==> src/rtl/pif_xi_bridge.sv <==
// Byte-level I2C slave events to pifctl XI register bus, with XO readback
// prefetched into a one-byte transmit holding register.
module pif_xi_bridge #(
    parameter int ADDR_W = 4,
    parameter int SUBA_W = 4,
    parameter int DATA_W = 6,
    parameter int RD_LAT = 5
) (
    input  logic              xclk,
    input  logic              sys_rst,
    input  logic              i2c_start,
    input  logic              i2c_rnw,
    input  logic              i2c_stop,
    input  logic              rx_valid,
    input  logic [7:0]        rx_data,
    input  logic              rd_req,
    output logic [7:0]        tx_data,
    output logic              tx_valid,
    output logic              rd_underrun,
    output logic              XI_PWr,
    output logic [ADDR_W-1:0] XI_PRWA,
    output logic              XI_PRdFinished,
    output logic [SUBA_W-1:0] XI_PRdSubA,
    output logic [DATA_W-1:0] XI_PD,
    input  logic [7:0]        XO
);

    localparam int CNT_W = $clog2(RD_LAT + 1);

    typedef enum logic [2:0] {
        IDLE,
        GET_ADDR,
        WR_DATA,
        RD_FETCH,
        RD_READY
    } state_t;

    state_t           state;
    logic [CNT_W-1:0] fetch_cnt;

    // Upper received bits are deliberately dropped when DATA_W/ADDR_W < 8.
    logic unused_rx_bits;
    assign unused_rx_bits = ^rx_data;

    // NOTE: every register, including the tx holding byte, is cleared on reset so
    // that a reset mid-transfer cannot leave a stale strobe or readback visible.
    always_ff @(posedge xclk) begin
        if (sys_rst) begin
            state          <= IDLE;
            fetch_cnt      <= '0;
            tx_data        <= '0;
            tx_valid       <= 1'b0;
            rd_underrun    <= 1'b0;
            XI_PWr         <= 1'b0;
            XI_PRWA        <= '0;
            XI_PRdFinished <= 1'b0;
            XI_PRdSubA     <= '0;
            XI_PD          <= '0;
        end else begin
            // NOTE: non-blocking defaults make the strobes single-cycle; a later
            // assignment in the same block overrides them for this edge only.
            XI_PWr         <= 1'b0;
            XI_PRdFinished <= 1'b0;
            rd_underrun    <= rd_req && !tx_valid;

            if (i2c_start) begin
                tx_valid <= 1'b0;
                if (i2c_rnw) begin
                    XI_PRdSubA <= '0;
                    fetch_cnt  <= CNT_W'(RD_LAT);
                    state      <= RD_FETCH;
                end else begin
                    state <= GET_ADDR;
                end
            end else begin
                case (state)
                    GET_ADDR: begin
                        if (rx_valid) begin
                            XI_PRWA    <= rx_data[ADDR_W-1:0];
                            XI_PRdSubA <= '0;
                            state      <= WR_DATA;
                        end
                    end
                    WR_DATA: begin
                        if (rx_valid) begin
                            XI_PD  <= rx_data[DATA_W-1:0];
                            XI_PWr <= 1'b1;
                        end
                    end
                    RD_FETCH: begin
                        // XO reflects the current sub-address once the count reaches 1.
                        if (fetch_cnt == CNT_W'(1)) begin
                            tx_data   <= XO;
                            tx_valid  <= 1'b1;
                            fetch_cnt <= '0;
                            state     <= RD_READY;
                        end else begin
                            fetch_cnt <= fetch_cnt - 1'b1;
                        end
                    end
                    RD_READY: begin
                        if (rd_req) begin
                            tx_valid       <= 1'b0;
                            XI_PRdFinished <= 1'b1;
                            XI_PRdSubA     <= XI_PRdSubA + 1'b1;
                            fetch_cnt      <= CNT_W'(RD_LAT);
                            state          <= RD_FETCH;
                        end
                    end
                    default: state <= IDLE;
                endcase

                // STOP ranks below the byte event: the byte above is still processed.
                if (i2c_stop) begin
                    state    <= IDLE;
                    tx_valid <= 1'b0;
                end
            end
        end
    end

endmodule

==> config.mk <==
export PLATFORM = sky130hd
export DESIGN_NAME = pif_xi_bridge
export DESIGN_NICKNAME = d
export VERILOG_FILES = /design/src/rtl/pif_xi_bridge.sv
export SDC_FILE = /design/constraint.sdc
export NUM_CORES = 1
export LEC_CHECK = 0
export CAP_MARGIN = 30
export CORE_ASPECT_RATIO = 1.25
export CORE_MARGIN = 10
export CORE_UTILIZATION = 35
export DETAILED_ROUTE_END_ITERATION = 16
export PLACE_DENSITY = 0.78
export REMOVE_ABC_BUFFERS = 1
export SYNTH_ARGS = -nofsm -noshare
export SYNTH_HDL_FRONTEND = slang
export SYNTH_SLANG_ARGS = --single-unit
==> constraint.sdc <==
create_clock -name xclk -period 1.6 [get_ports xclk]
set_input_delay 0.16 -clock xclk [delete_from_list [all_inputs] [get_ports xclk]]
set_output_delay 0.16 -clock xclk [all_outputs]
set_load 0.01 [all_outputs]
# == After elaboration in Yosys (flattened, before gate mapping) ==
# Cells that the tools add are included.
# op_classes
n_addsub,2
n_mul,0
n_div,0
n_lt_le_gt_ge,0
eq_ne,14
shift,0
mux,22
n_bitwise,3
reduce_logical,15
# ops
operator,count
2-to-1 mux 3 bit,9
2-to-1 mux 4 bit,4
AND reduction 3 bit,5
"!= test 4 bit, second input constant",3
case mux 3 bit (4 select lines),1
"!= test 3 bit, second input constant",3
OR reduction 3 bit,3
case mux 4 bit (2 select lines),1
AND reduction 4 bit,2
"equality test 3 x 1 -> 1 bit, second input constant",2
"equality test 3 x 2 -> 1 bit, second input constant",2
case mux 3 bit (2 select lines),1
nonzero test 3 bit,2
"adder 4 x 1 -> 4 bit, second input constant",1
2-to-1 mux 1 bit,4
"!= test 2 bit, second input constant",2
"equality test 3 bit, second input constant",1
NOT 1 bit,3
"subtractor 3 x 1 -> 3 bit, second input constant",1
2-to-1 mux 2 bit,1
"!= test 2 x 1 -> 1 bit, second input constant",1
case mux 1 bit (2 select lines),1
nonzero test 2 bit,1
logical AND 1 bit,1
zero test 1 bit,1
# totals
ff_bits,32
latchBits,0
mem_bits_rw,0
romBits,0
input_bits,23
out_inout_bits,26
n_memories,0

# == Depth between registers and ports, before layout ==
# depth
ltp_word,5
ltp_mapped,6

# == Worst setup path before layout ==
# OpenSTA, ideal clock, no wires.
# synth_path
path_kind,flip-flop to flip-flop
startpoint,reg state[0]
endpoint,reg XI_PRdSubA[3]
arrival_time_ns,1.447
required_ns,1.527
slack_ns,0.080
stages_incl_launch_ff,5
path_cell_list,dfxtp_1 nand2b_1 or4_4 or4_4 o211ai_2
# synth_via
elab_chain_len,3
word_cells_on_any_way,8
# synth_rtl
item,line,text
from (decl),38,state_t state;
from (signal assigned),49,state <= IDLE;
from (signal assigned),71,state <= RD_FETCH;
from (signal assigned),73,state <= GET_ADDR;
equality test 3 bit / equality test 3 x 1 -> 1 bit (equally long branches),76,case (state)
"!= test 3 bit (no line), or another cell as far along",n/a,
AND reduction 4 bit (no line) / 2-to-1 mux 4 bit (equally long branches),n/a,
to (signal assigned),105,XI_PRdSubA <= XI_PRdSubA + 1'b1;
to (decl),23,"output logic [SUBA_W-1:0] XI_PRdSubA,"
# Parallel ways exist; a longest one is shown, timed or not.
# A chain may end at the register's enable or synchronous reset.

# == Worst setup path in the final report ==
# Same ends and word-level chain as after synthesis.

==> out/summary.txt <==
Period Utilization, post-route: 0.958
Most common cell after layout, fill and taps aside: clkdlybuf4s50_1
Hold crit path type: register to register
Initial cell density of the core: 0.358
Max frequency: 0.652 GHz
Wire length of the first global-routing pass: 6620 um
Worst EP arrival: 1.75 ns
Type of the worst setup path: register to register
Initial antenna violation count: 0
Max incr delay on CP: 0.49 ns
Setup repair after global routing missed its margin: false
Vias per cell: 4.83
Layout area overhead: 55.1%
Hold buffer count at CTS: 0
Time the worst path needs with I/O delays and setup: 1.53 ns
Final hold viol count: 0
Commonest register cell after synthesis: dfxtp_1
FF-to-FF Start: state[0]
Share of cells above drive strength 1: 0.212
Clock tree from TritonCTS: built
Register-to-register setup slack: 0.07 ns
Root Driver: clkbuf_8
Setup Buffers After CTS: 0
Total GRT Usage: 0.113
Via count: 1344
Async set-reset flop share out of synthesis: 0
Count of nets after finishing: 247
Vias in the first global route: 1424
Clock insertion delay at the later pin of the skew report: 0.29 ns
Crit-path cells: nand2b_4, or4_4, or4_4, o211ai_2
P per Cell Area: 751 nW/um^2
Number of diodes added for antenna fixing: 0
Remaining DRCs: 0
Io pins: 49
Transition time at the pin with the least slew margin: 0.362 ns
Final wirelength: 3760 um
Crit. Startpoint: state[0]
Worst r2r path cells: 4
Routed wl met2: 1900 um
Seq/Total Area, Yosys: 0.440
HPWL reported at the end of detailed placement: 2910 um
Clock Sinks: 32
Final setup violation count: 0
Slew Limit Fails: 0
ANT nets after route: 0
Post-place setup slack: -0.200 ns
Leading cell types in the layout, fill and taps excluded: clkdlybuf4s50_1 (46), dfxtp_1 (29), nor2_1 (23)
Placed cell areas: 2120 sq um
DP Cell Count: 270
Outcome: completed
Die outline width: 77.7 um
Clock Tree Buf Depth: 2
Count of cell types in the netlist: 42
Detailed route wirelength on metal3: 326 um
Worst r2r dst: XI_PRdSubA[3]
Fin util: 0.555
Cell area after layout: 2260 sq um
Category of the worst setup path capture point: register
Synthesis Warnings: 0
Synthesized netlist cell count: 153
Data required time of the critical path: 1.82 ns
Total CTS buffers: 5
Detailed-routing wirelength on met1: 1480 um
Relative slew slack: 0.752
Count of port buffers added during placement: 46
Final Instance Count excl. Fillers: 278
Number of max-capacitance violations reported: 0
Std cell rows: 26
Power after layout: 1700 uW
Average cell area after synthesis: 9.52 sq um
Post-route clock skew: 0.00756 ns
Starting DRC count in detailed routing: 85
Total of cells resized after clock tree synthesis: 0
Final worst-path setup slack: 0.0671 ns
DR top layer: met4
RePlAce Congestion: 0.774
Worst setup path end: XI_PRdSubA[3]
Standby leakage power: 0.000953 uW
H-tree levels: 2
Cell area after technology mapping: 1460 sq um
Peak supply drop: 0.533 mV
Critical path launch point type: register
Worst-path fanout max: 5
Length of the first detailed-routing pass in iterations: 4
Wire per inst: 13.5 um
Residual overflow from global routing: 0
EDFF count, synth: 0
Pin count of the biggest net entering global routing: 30
Core area: 4070 sq um
Die outline area: 7160 sq um
DIE HEIGHT: 92.1 um
Worst-path clk slew: 0.07 ns
CP max stage cell: or4_4
Flop and latch count out of synthesis: 32
Cell with the most instances on the worst path: or4_4
[layout make-up]
type,count,area (sq um)
clock buffer,7,86.3
inverter,8,30.0
sequential,32,647
multi-input combinational,105,781
fill,363,1810
clock inverter,1,7.51
timing repair buffer,69,637
tap,56,70.1
[flip-flops by register name, summed over array words and instances (netlist names)]
register and count:
XI_PRWA 4, rd_underrun 1, XI_PRdSubA 4, fetch_cnt 3
state 3, tx_data 8, XI_PWr 1, XI_PD 6
XI_PRdFinished 1, tx_valid 1
[synthesized netlist by cell type (2+ instances only)]
master	number	area [sq um]
dfxtp_1	32	641
nor2_1	23	86.3
mux2i_1	18	180
inv_1	8	30.0
a21oi_1	5	25.0
nor3_1	5	25.0
nor3b_1	5	37.5
buf_2	4	20.0
nor2b_1	4	25.0
o21ai_0	4	20.0
clkbuf_1	3	11.3
ha_1	3	37.5
nand3_1	3	15.0
a211oi_1	2	15.0
nand2_1	2	7.51
nand2b_1	2	12.5
nand4b_1	2	17.5
or2_2	2	12.5
or3_1	2	12.5
or4_4	2	22.5
[per-stage QoR]
stage / TNS [ns] / hold slack (ns)
3_5_place_dp: -1.76 / 0.449
5_1_grt: 0 / 0.481
6_report: 0 / 0.448
2_1_floorplan: -0.0648 / 0.229
4_1_cts: 0 / 0.456
3_3_place_gp: -1.24 / 0.442
[worst min path at each step]
stage                 startpoint  slack, ns  depth (start not counted)           end
floorplan                sys_rst       0.23                          1  fetch_cnt[1]
detailed placement      tx_valid       0.45                          1   rd_underrun
finish                  tx_valid       0.45                          1   rd_underrun
global placement    fetch_cnt[1]       0.44                          2  fetch_cnt[1]
global route            tx_valid       0.48                          1   rd_underrun
CTS                     tx_valid       0.46                          1   rd_underrun
[routing by layer]
layer | global-route usage | up-vias
met5 | 0 | -
li1 | - | 673
met3 | 0.0576 | 11
met1 | 0.113 | 622
met4 | 0.0427 | 0
met2 | 0.194 | 38
[worst max-delay path: cells and delay by family, from the launching register on]
kind / cells / cell delay (ns)
and+or+nand+nor: 3 / 1.05
DFF: 1 / 0.36
AOI/OAI and AO/OA: 1 / 0.07
[power by group]
part	internal (uW)	leakage [uW]	switching, uW	total (uW)
Clock	349	0.0000445	304	654
Sequential	812	0.000261	12.5	825
Combinational	124	0.000648	93.3	218
Total	1290	0.000953	410	1700
[logic make-up after synthesis]
kind of cell,synth area share
AOI/OAI and AO/OA,0.122
xor gates and xnor gates,0.00601
adders and majority gates,0.0258
buffers and inverters,0.0473
DFF,0.440
muxes,0.124
and+or+nand+nor,0.235
(Power assumes the default switching activity.)
